==> config.mk <==
export PLATFORM = sky130hd
export DESIGN_NAME = mem_stage
export DESIGN_NICKNAME = d
export VERILOG_FILES = /design/src/rtl/mem_stage_pkg.sv /design/src/rtl/mem_stage_load_align.sv /design/src/rtl/mem_stage.sv
export SDC_FILE = /design/constraint.sdc
export NUM_CORES = 1
export LEC_CHECK = 0
export BUFFER_PORTS_ARGS = -buffer_cell sky130_fd_sc_hd__buf_4
export CELL_PAD_IN_SITES_DETAIL_PLACEMENT = 1
export CELL_PAD_IN_SITES_GLOBAL_PLACEMENT = 2
export CORE_AREA = 2 2 139 141
export DETAILED_ROUTE_END_ITERATION = 8
export DIE_AREA = 0 0 141 143
export GPL_ROUTABILITY_DRIVEN = 0
export PLACE_DENSITY_LB_ADDON = 0.1
export SYNTH_ARGS = -nofsm -noshare
export SYNTH_HDL_FRONTEND = slang
export SYNTH_SLANG_ARGS = --single-unit
==> constraint.sdc <==
create_clock -name clk -period 3.9 [get_ports clk]
set_clock_uncertainty 0.1 [all_clocks]
set_input_delay 0.39 -clock clk [delete_from_list [all_inputs] [get_ports clk]]
set_output_delay 0.39 -clock clk [all_outputs]
set_load 0.02 [all_outputs]
==> src/rtl/mem_stage_pkg.sv <==
// mem_stage_pkg
//   Shared constants and types for the memory-access stage. It holds the bus
//   widths, the ld_type encodings, and the packed layouts of the
//   execute-to-memory and memory-to-write-back buses.
//   Optional feature macro used by importers: MS_RDATA_HOLD_EN.
package mem_stage_pkg;

  localparam int ES_TO_MS_BUS_WD = 77;
  localparam int MS_TO_WS_BUS_WD = 70;

  // Load type encodings. Codes 101..111 are unassigned and behave as ld.w.
  localparam logic [2:0] LD_W  = 3'b000;
  localparam logic [2:0] LD_B  = 3'b001;
  localparam logic [2:0] LD_H  = 3'b010;
  localparam logic [2:0] LD_BU = 3'b011;
  localparam logic [2:0] LD_HU = 3'b100;

  // Execute-to-memory bus. Fields are listed MSB first.
  typedef struct packed {
    logic        res_from_mem;
    logic [2:0]  ld_type;
    logic        gr_we;
    logic [1:0]  st_type;
    logic [4:0]  dest;
    logic [31:0] alu_result;
    logic [31:0] pc;
    logic        inst_no_dest;
  } es_to_ms_t;

  // Memory-to-write-back bus. Fields are listed MSB first.
  typedef struct packed {
    logic        gr_we;
    logic [4:0]  dest;
    logic [31:0] final_result;
    logic [31:0] pc;
  } ms_to_ws_t;

endpackage

==> src/rtl/mem_stage_load_align.sv <==
// load_align
//   Combinational load extraction. It picks the byte or half-word addressed
//   by addr out of the SRAM word, then sign- or zero-extends it according
//   to ld_type.
//   Ports:
//     rdata     in  32  raw SRAM word
//     addr      in  2   low address bits (alu_result[1:0])
//     ld_type   in  3   load type encoding
//     load_data out 32  extended load value
module load_align
  import mem_stage_pkg::*;
(
  input  logic [31:0] rdata,
  input  logic [1:0]  addr,
  input  logic [2:0]  ld_type,
  output logic [31:0] load_data
);

  logic [7:0]  byte_sel;
  logic [15:0] half_sel;

  always_comb begin
    byte_sel = rdata[7:0];
    case (addr)
      2'd1:    byte_sel = rdata[15:8];
      2'd2:    byte_sel = rdata[23:16];
      2'd3:    byte_sel = rdata[31:24];
      default: byte_sel = rdata[7:0];
    endcase
  end

  // Half-word loads ignore addr[0].
  assign half_sel = addr[1] ? rdata[31:16] : rdata[15:0];

  always_comb begin
    load_data = rdata;
    case (ld_type)
      LD_B:    load_data = {{24{byte_sel[7]}}, byte_sel};
      LD_BU:   load_data = {24'd0, byte_sel};
      LD_H:    load_data = {{16{half_sel[15]}}, half_sel};
      LD_HU:   load_data = {16'd0, half_sel};
      default: load_data = rdata;
    endcase
  end

endmodule

==> src/rtl/mem_stage.sv <==
// mem_stage
//   Memory-access stage of the five-stage pipeline. It latches the
//   execute-to-memory bus, extracts and extends load data from the SRAM
//   read port, forwards dest/result to decode for bypassing, and hands the
//   final result to write-back under a valid/allowin handshake.
//   Ports:
//     clk                 in  1   clock, rising edge
//     resetn              in  1   asynchronous active-low reset
//     ws_allowin          in  1   write-back can accept
//     ms_allowin          out 1   this stage can accept
//     es_to_ms_valid      in  1   execute offers an instruction
//     es_to_ms_bus        in  77  execute-to-memory bus
//     data_sram_rdata     in  32  SRAM data for the address issued last cycle
//     ms_to_ws_valid      out 1   instruction offered to write-back
//     ms_to_ws_bus        out 70  {gr_we, dest, final_result, pc}
//     ms_to_ds_dest       out 5   bypass destination (0 when none)
//     ms_to_ds_result     out 32  bypass value
//     debug_ms_pc         out 32  latched pc
//     debug_ms_load_data  out 32  extended load data
//   Macro MS_RDATA_HOLD_EN: when defined, the SRAM word is captured in the
//   instruction's first cycle, so a stall of any length keeps the load result
//   stable. When undefined, data_sram_rdata is always used directly.
module mem_stage
  import mem_stage_pkg::*;
(
  input  logic                       clk,
  input  logic                       resetn,
  input  logic                       ws_allowin,
  output logic                       ms_allowin,
  input  logic                       es_to_ms_valid,
  input  logic [ES_TO_MS_BUS_WD-1:0] es_to_ms_bus,
  input  logic [31:0]                data_sram_rdata,
  output logic                       ms_to_ws_valid,
  output logic [MS_TO_WS_BUS_WD-1:0] ms_to_ws_bus,
  output logic [4:0]                 ms_to_ds_dest,
  output logic [31:0]                ms_to_ds_result,
  output logic [31:0]                debug_ms_pc,
  output logic [31:0]                debug_ms_load_data
);

  logic        ms_valid_reg;
  es_to_ms_t   bus_reg;
  logic        ms_ready_go;
  logic        accept;
  logic [31:0] rdata_sel;
  logic [31:0] load_data;
  logic [31:0] final_result;
  ms_to_ws_t   ws_bus;
  logic        unused_st_type;

  assign ms_ready_go    = 1'b1;
  assign ms_allowin     = !ms_valid_reg || (ms_ready_go && ws_allowin);
  assign ms_to_ws_valid = ms_valid_reg && ms_ready_go;
  assign accept         = es_to_ms_valid && ms_allowin;

  // A bubble clears ms_valid but leaves the bus register untouched.
  always_ff @(posedge clk or negedge resetn) begin
    if (!resetn) begin
      ms_valid_reg <= 1'b0;
      bus_reg      <= '0;
    end else begin
      if (ms_allowin) ms_valid_reg <= es_to_ms_valid;
      if (accept)     bus_reg      <= es_to_ms_t'(es_to_ms_bus);
    end
  end

`ifdef MS_RDATA_HOLD_EN
  logic        ms_first_reg;
  logic [31:0] rdata_hold_reg;

  // ms_first marks the single cycle in which the SRAM word for this
  // instruction is present on data_sram_rdata. It drops after one edge,
  // whether the instruction stalls or leaves.
  always_ff @(posedge clk or negedge resetn) begin
    if (!resetn) begin
      ms_first_reg   <= 1'b0;
      rdata_hold_reg <= 32'd0;
    end else begin
      ms_first_reg <= accept;
      if (ms_first_reg) rdata_hold_reg <= data_sram_rdata;
    end
  end

  assign rdata_sel = ms_first_reg ? data_sram_rdata : rdata_hold_reg;
`else
  assign rdata_sel = data_sram_rdata;
`endif

  load_align u_load_align (
    .rdata     (rdata_sel),
    .addr      (bus_reg.alu_result[1:0]),
    .ld_type   (bus_reg.ld_type),
    .load_data (load_data)
  );

  assign final_result = bus_reg.res_from_mem ? load_data : bus_reg.alu_result;

  assign ws_bus.gr_we        = bus_reg.gr_we;
  assign ws_bus.dest         = bus_reg.dest;
  assign ws_bus.final_result = final_result;
  assign ws_bus.pc           = bus_reg.pc;
  assign ms_to_ws_bus        = ws_bus;

  // The result is ready in this stage, so decode can bypass loads
  // without stalling.
  assign ms_to_ds_dest      = bus_reg.dest & {5{ms_valid_reg & ~bus_reg.inst_no_dest}};
  assign ms_to_ds_result    = final_result;
  assign debug_ms_pc        = bus_reg.pc;
  assign debug_ms_load_data = load_data;

  // Store type travels with the instruction but has no role here.
  assign unused_st_type = ^bus_reg.st_type;

endmodule

==> results of run 1 <==
## synthesized netlist by cell type (all sizes together)
cell type  instances  area [µm²]
o22ai              1        20.0
mux2              82         923
o21a               1        7.51
and2               5        31.3
nand2b             2        12.5
or4b               1        13.8
nor2              35         139
nand4              1        6.26
nor4               2        12.5
dfrtp             76        1900
nor4b              1        8.76
mux2i             11         110
o2bb2ai            1        8.76
o211a              2        20.0
xor2               1        8.76
a21oi             16        80.1
o41ai              1        8.76
a32o               8        80.1
o21ai              1        5.00
o22a               1        8.76
a221o              6        60.1
a32oi              8        70.1
or4bb              1        11.3
buf              121         885
a22o               8        70.1
xnor2              1        8.76
a211oi             2        15.0
a31oi             25         340
o211ai             1        7.51
nand2             52         195
clkbuf            14        52.6
nand4bb            1        11.3
nor2b              2        12.5
nand3b             2        15.0
inv                3        11.3
## per-layer routing
metal | global-route usage | routed length (µm)
met1 | 0.212 | 7240
met3 | 0.0376 | 983
met2 | 0.302 | 9010
met5 | 0 | 0
met4 | 0.0411 | 241
## power groups by stage
stage,Combinational (mW),Clock [mW],Sequential [mW]
2_1_floorplan,1.42,0,0.971
6_report,1.95,0.851,1.02
3_3_place_gp,1.97,0,1.02
4_1_cts,1.98,0.886,1.02
5_1_grt,2.08,0.915,1.04
3_5_place_dp,1.98,0,1.03
## layout make-up
| type | instances | area, µm² | area share |
|---|---|---|---|
| clock buffer | 11 | 233 | 0.0331 |
| clock inverter | 5 | 61.3 | 0.00872 |
| inverter | 3 | 11.3 | 0.00160 |
| multi-input combinational | 282 | 2330 | 0.331 |
| sequential | 76 | 1900 | 0.271 |
| tap | 234 | 293 | 0.0417 |
| timing repair buffer | 291 | 2200 | 0.313 |
## kinds of logic (layout without fill, tap and decap cells)
group,after synthesis,count (layout),synth area share
DFF,76,76,0.368
AOI/OAI and AO/OA,82,82,0.155
and+or+nand+nor,105,105,0.0907
muxes,93,93,0.200
xor gates and xnor gates,2,2,0.00339
buffers and inverters,138,310,0.183
## worst reg2reg max path, cell delays in order (launching register included)
cell and delay [ns]:
sky130_fd_sc_hd__dfrtp_1 0.37, sky130_fd_sc_hd__nand2b_1 0.14, sky130_fd_sc_hd__nand2_4 0.81, sky130_fd_sc_hd__mux2_2 0.46
## worst paths after layout
| check | depth (start not counted) | endpoint | startpoint | slack, ns |
|---|---|---|---|---|
| worst max-delay path | 6 | ms_to_ds_result[20] | bus_reg[34] | 0.46 |
| worst min-delay path | 1 | debug_ms_pc[30] | resetn | 0.12 |
| worst max register to register | 3 | bus_reg[60] | ms_to_ws_valid | 1.89 |
| worst min register to register | 1 | bus_reg[36] | bus_reg[36] | 0.41 |
| max in group asynchronous | 1 | bus_reg[76] | resetn | 2.83 |
| min in group clk | 2 | ms_to_ws_valid | es_to_ms_valid | 0.17 |
## through the flow
step / total power [mW] / hold WS (ns) / setup WS, ns / cells
3_3_place_gp: 2.99 / 0.384 / 0.835 / 886
2_1_floorplan: 2.39 / -0.00559 / 1.30 / 496
4_1_cts: 3.89 / 0.155 / 0.411 / 902
5_1_grt: 4.03 / 0.166 / 0.209 / 902
6_report: 3.82 / 0.116 / 0.459 / 902
3_5_place_dp: 3.01 / 0.396 / 0.793 / 886
==> flow_results.org, run 1 <==
** Outcome
- The run finished with clean final reports.

** Synthesis
- After synthesis the netlist holds a flip-flop and latch count of 76.
- During synthesis, Yosys emitted a total of 0 warnings.
- Number of nets produced by synthesis :: between 600 and 700
- Synthesized area per cell :: roughly 10 µm²
- Post-synthesis instance area :: roughly 5200 µm²
- After technology mapping, the gate count stands at about 500.
- Synth cell types :: 42
- Portion of the post-synthesis area used by sequential elements :: 0.368

** Setup path
- Critical path cell sequence :: mux2i_1 > o22ai_4 > nor2_4 > buf_4 > a31oi_4 > buf_4
- CP max FO :: 21
- In this design, the stage delay of the slowest critical-path cell is 0.72 ns.
- CP endpoint kind :: output pin
- Classification of the worst setup path :: reg -> out
- The critical path contains buffers and inverters numbering 2 combined.
- For the worst setup path, the data required time is roughly 3.4 ns.
- Cell at the slowest stage of the critical path :: sky130_fd_sc_hd__dfrtp_1
- Crit-path leading delay family :: flip-flops
- Crit-path most repeated cell :: sky130_fd_sc_hd__buf_4
- The worst setup path is launched from a flip-flop.
- Arrival time of data at the critical path endpoint :: roughly 3 ns

** Clocking
- # hold bufs at CTS :: 0
- Clock tree synthesis selected as its root buffer the cell sky130_fd_sc_hd__clkbuf_16.
- After clock tree synthesis, the clock-pin slew on the worst setup and hold paths is about 0.070 ns.
- The clock reaches the later pin of the worst-skew pair after between 0.3 and 0.4 ns.
- Number of levels in the clock H-tree :: 3
- CTS tree :: done
- In this run the post-CTS setup repair buffer count came out at 0.
- Clock buffers created by TritonCTS :: 9
- Number of sinks on the clock net :: 76
- Bufs on Longest Clock Path :: 2
- In this run, post-CTS repair resized a total of 0 instances.

** Detailed routing
- Final wirelength :: 17500 µm
- Dividing the detail-routed via count by the number of cells gives approximately 4.7.
- For this block, the via count after detailed routing is 4239.
- The detail route stage leaves a number of antenna-violating nets equal to 0.
- The pre-antenna-repair detailed-routing pass consisted of 4 iterations.
- # DRC :: 0
- Initial DRC Count :: approximately 190
- Detailed-route wire length per cell :: just under 20 µm

** Layout
- In the layout the commonest cells are sky130_fd_sc_hd__buf_4 (290), sky130_fd_sc_hd__mux2_2 (82), sky130_fd_sc_hd__dfrtp_1 (75), sky130_fd_sc_hd__nand2_1 (51), sky130_fd_sc_hd__nor2_1 (34).
- Layout net count :: 776
- Of the cells placed in the final design, the portion with a size suffix greater than 1 is 0.608.
- Max reg flops :: 37
- With fillers left out, the area of the finished cells amounts to ~7000 µm².
- For this run, the share of the core covered by cells in the final layout is 0.378.
- Layout Area Growth over Synthesis :: 35.9%
- Number of diodes :: 0
- Leading cell type in the layout, fill and taps excluded :: sky130_fd_sc_hd__buf_4
- Fill cell instance count of the final layout :: ~2100

** Placed design
- Buffers placed on the I/O ports in this run total around 280.
- After legalization and detailed placement, the total HPWL measured around 13000 µm.
- Placed standard-cell area :: 6730 µm²

** Timing
- In this run the tightest slew margin relative to its limit is 0.283.
- Final setup vio count :: 0
- Final critical path time including I/O delays and setup :: around 3.4 ns
- Final sum of negative setup slack :: 0 ns
- The number of hold violations in the final report is 0.
- Transition time at the pin with the least slew margin :: 1.08 ns
- Peak clock frequency supported by timing :: just under 300 MHz
- The total count of max-transition violations in the final report was 0.
- Share of the cycle needed by the critical path after routing :: 0.882
- Setup repair after global routing left no endpoint under its margin.

** Die
- Initial core utilization :: 0.278
- Total core area :: 18600 µm²
- The die covers roughly 20000 µm².
- Row generation in the floorplan step produced 50 rows.
- Chip Width :: between 100 and 150 µm
- In this run the vertical extent of the chip is 143 µm.
- I/O pin count :: 286

** Power and ir drop
- Share of total power consumed by net switching :: 0.408
- Power density over the cells :: approximately 540 nW/µm²
- Sequential power share :: 0.266
- Largest vdd supply drop :: ~0.00021 V
- Internal power comes to around 2.3 mW.
- For this design the total switching power over the nets is approximately 1.6 mW.
- The share of total power dissipated in combinational logic is 0.511.
- Leak Pwr :: ~3.3 nW
- Of the total power, the clock network draws 0.223.

** Run
- The tool flagged a number of max-cap violations equal to 0.

** GRT
- Largest net degree at the start of global routing :: 77
- The via count of the first global-routing pass was 4428.
- Number of antenna violations at the first check in global routing :: 0
- The first global-routing pass estimated ~26000 µm of wire.
- Gr usage total :: 0.171
- For this run the aggregate overflow at the end of global routing stands at 0.

** Worst hold path
- Kind of path behind the tightest hold check :: in -> async
No activity file was read; power rests on OpenSTA's default activity.
==> run 2, diff against run 1 <==
- clock period: 3.9 -> 4.08 ns (I/O delays scaled with it)
==> flow_results.org, run 2 (synthesis results as in run 1) <==
** Timing
- Final sum of negative setup slack :: 0 ns (unchanged)
- Transition time at the pin with the least slew margin :: 1.15 ns (was 1.08 ns)
- Unrepaired setup endpoints after global routing: false (unchanged).
- The number of setup violations in the final report was 0 (unchanged).
- The remaining max-slew budget at the tightest pin came to 0.229 (was 0.283).
- Dividing the final minimum period by the clock period gives 0.922.
- Least setup slack across all paths after layout :: 0.318 ns (was 0.459 ns)
- Timing would allow up to between 200 and 300 MHz.
- Number of pins exceeding their max-slew limit in the final report :: 0 (unchanged)
- Final critical path time including I/O delays and setup :: ~3.8 ns
- Final hold violations :: 0 (unchanged)

** Layout
- Layout Area Growth over Synthesis :: 35.4% (was 35.9%)
- Non-filler instance count after layout :: 902 (unchanged)
- Max reg flops :: 37 (unchanged)
- The number of antenna diodes is 0 (unchanged).
- Most frequent cells in the layout: sky130_fd_sc_hd__buf_4 (291), sky130_fd_sc_hd__mux2_2 (82), sky130_fd_sc_hd__dfrtp_1 (75), sky130_fd_sc_hd__nand2_1 (51), sky130_fd_sc_hd__nor2_1 (34) (was sky130_fd_sc_hd__buf_4 (290), sky130_fd_sc_hd__mux2_2 (82), sky130_fd_sc_hd__dfrtp_1 (75), sky130_fd_sc_hd__nand2_1 (51), sky130_fd_sc_hd__nor2_1 (34)).
- Layout net count :: 776 (unchanged)
- Fraction of layout instances using a drive strength above 1 :: 0.609 (was 0.608)
- Leading cell type in the layout, fill and taps excluded :: sky130_fd_sc_hd__buf_4 (unchanged)

** GRT
- Wire length of the first global-routing pass :: 26100 µm (was 26300 µm)
- Number of antenna violations at the first check in global routing :: 0 (unchanged)
- The via count of the first global-routing pass was 4306 (was 4428).
- Global route overflow :: 0 (unchanged)
- The pin count of the biggest net entering global routing came to 76 (was 77).
- The overall routing resource usage came to 0.170 (was 0.171).

** Clocking
- Clock-pin slew on the worst setup and hold paths :: 0.07 ns (about the same)
- The clock tree from TritonCTS is done (unchanged).
- The number of buffers added to fix hold violations after cts is 0 (unchanged).
- Post-CTS Setup Inserts :: 0 (unchanged)
- The quantity of gates resized following cts came to 0 (unchanged).
- The clock insertion delay at the later pin of the skew report came to 0.34 ns (about the same).
- Root buffer selected by CTS :: sky130_fd_sc_hd__clkbuf_16 (unchanged)
- The number of clock sinks was 76 (unchanged).
- Number of levels in the clock H-tree :: 3 (unchanged)
- The clock buffer count from CTS came to 9 (unchanged).
- The clock tree buffer depth is 2 (unchanged).

** Die
- The number of rows in the core area came to 50 (unchanged).
- The core area is 18600 µm² (unchanged).
- The number of ports placed on the die boundary came to 286 (unchanged).
- Chip Width :: 141 µm (unchanged)
- Die outline height :: 143 µm (unchanged)
- Initial core utilization :: 0.278 (unchanged)
- Die area :: 20200 µm² (unchanged)

** Setup path
- The register-to-register setup slack was 2.05 ns (was 1.89 ns).
- Cell at the slowest stage of the critical path :: sky130_fd_sc_hd__nor2_4 (was sky130_fd_sc_hd__dfrtp_1)
- The kind of cell adding the most delay to the critical path was simple AND/OR/NAND/NOR gates (was flip-flops).
- The start point of the critical path is bus_reg[34] (unchanged).
- Critical path cell sequence :: mux2i_1 > o22ai_4 > nor2_4 > a31oi_1 > buf_4 (was mux2i_1 > o22ai_4 > nor2_4 > buf_4 > a31oi_4 > buf_4)
- Worst path max stage delay :: 0.92 ns (was 0.72 ns)
- R2r startpoint :: ms_to_ws_valid (unchanged)
- The critical path data required time is 3.57 ns (was 3.41 ns).
- Classification of the worst setup path :: reg -> out (unchanged)
- The worst endpoint data arrival time is 3.25 ns (was 2.95 ns).
- CP endpoint kind :: output pin (unchanged)
- CP startpoint kind :: flip-flop (unchanged)
- The depth of the worst register-to-register path was 3 (unchanged).
- The number of buffer and inverter stages on the critical path is 1 (was 2).
- The endpoint of the worst register-to-register path is bus_reg[64] (was bus_reg[60]).
- The maximum fanout encountered on the critical timing path was 32 (was 21).

** Power and ir drop
- Power density over the cells :: 514 nW/µm² (was 543 nW/µm²)
- Leak Pwr :: 3.31 nW (was 3.33 nW)
- The worst supply voltage drop on vdd was 0.000222 V (was 0.000207 V).

** Detailed routing
- The overall via count from detail_route came to 4254 (was 4239).
- The iteration count of the initial detailed-routing pass was 6 (was 4).
- Detailed-route wire length per cell :: 19.6 µm (was 19.4 µm)
- Final wirelength :: 17700 µm (was 17500 µm)
- The number of DRC violations after detailed routing came to 0 (unchanged).
- Via density per instance :: 4.72 (was 4.70)
- Post-DRT Antenna Nets :: 0 (unchanged)
- Initial DRC Count :: 160 (was 187)

** Outcome
- Outcome :: finished, final reports clean (unchanged)

** Worst hold path
- Kind of path behind the tightest hold check :: in -> async (unchanged)

** Run
- The max-capacitance violation count was 0 (unchanged).

** Placed design
- The count of input and output buffers was 283 (unchanged).
- The number of placed instances with taps included was 886 (unchanged).
- Worst setup slack after placement :: 0.605 ns (was 0.793 ns)
- Sum of net half-perimeters after detailed placement :: 13600 µm (was 13400 µm)
[run 2: stage by stage]
| step | power, mW | hold slack (ns) | utilization | cell area, µm² |
|---|---|---|---|---|
| final | 3.60 | 0.0391 | 0.377 | 7000 |
| after global routing | 3.80 | 0.0843 | 0.377 | 7000 |
| after global placement | 2.85 | 0.384 | 0.362 | 6720 |
| after CTS | 3.67 | 0.0930 | 0.377 | 7000 |
| after detailed placement | 2.88 | 0.394 | 0.362 | 6720 |
| after floorplan | 2.28 | 0.0124 | - | 5170 |
[run 2: worst max-delay path by stage]
| stage | endpoint | slack, ns | cells after the start |
|---|---|---|---|
| final | ms_to_ds_result[16] | 0.32 | 5 |
| after CTS | ms_to_ds_result[16] | 0.23 | 5 |
| after global placement | ms_to_ws_bus[48] | 0.72 | 5 |
| after global routing | ms_to_ds_result[16] | 0.03 | 5 |
| after detailed placement | ms_to_ds_result[16] | 0.61 | 5 |
| after floorplan | ms_to_ws_bus[48] | 1.47 | 6 |
[run 2: where the power goes]
part | switching (mW) | internal, mW | total, mW
clock | 0.333 | 0.430 | 0.764
combinational | 1.05 | 0.813 | 1.86
sequential | 0.111 | 0.864 | 0.975
[run 2: layout make-up]
class	instances	area, µm²
multi-input cells	282	2330
clock buffers	11	243
fillers	2142	11600
repair buffers	291	2180
clock inverters	5	37.5
inverters	3	11.3
flip-flops and latches	76	1900
well taps	234	293
[run 2: metal layers]
layer	GRT usage	up-vias	routed length, µm	part of all wire
li1	-	1988	-	-
met5	0	-	0	0
met3	0.0389	9	1060	0.060
met4	0.0326	0	142	0.0080
met2	0.306	168	9140	0.52
met1	0.210	2089	7340	0.42
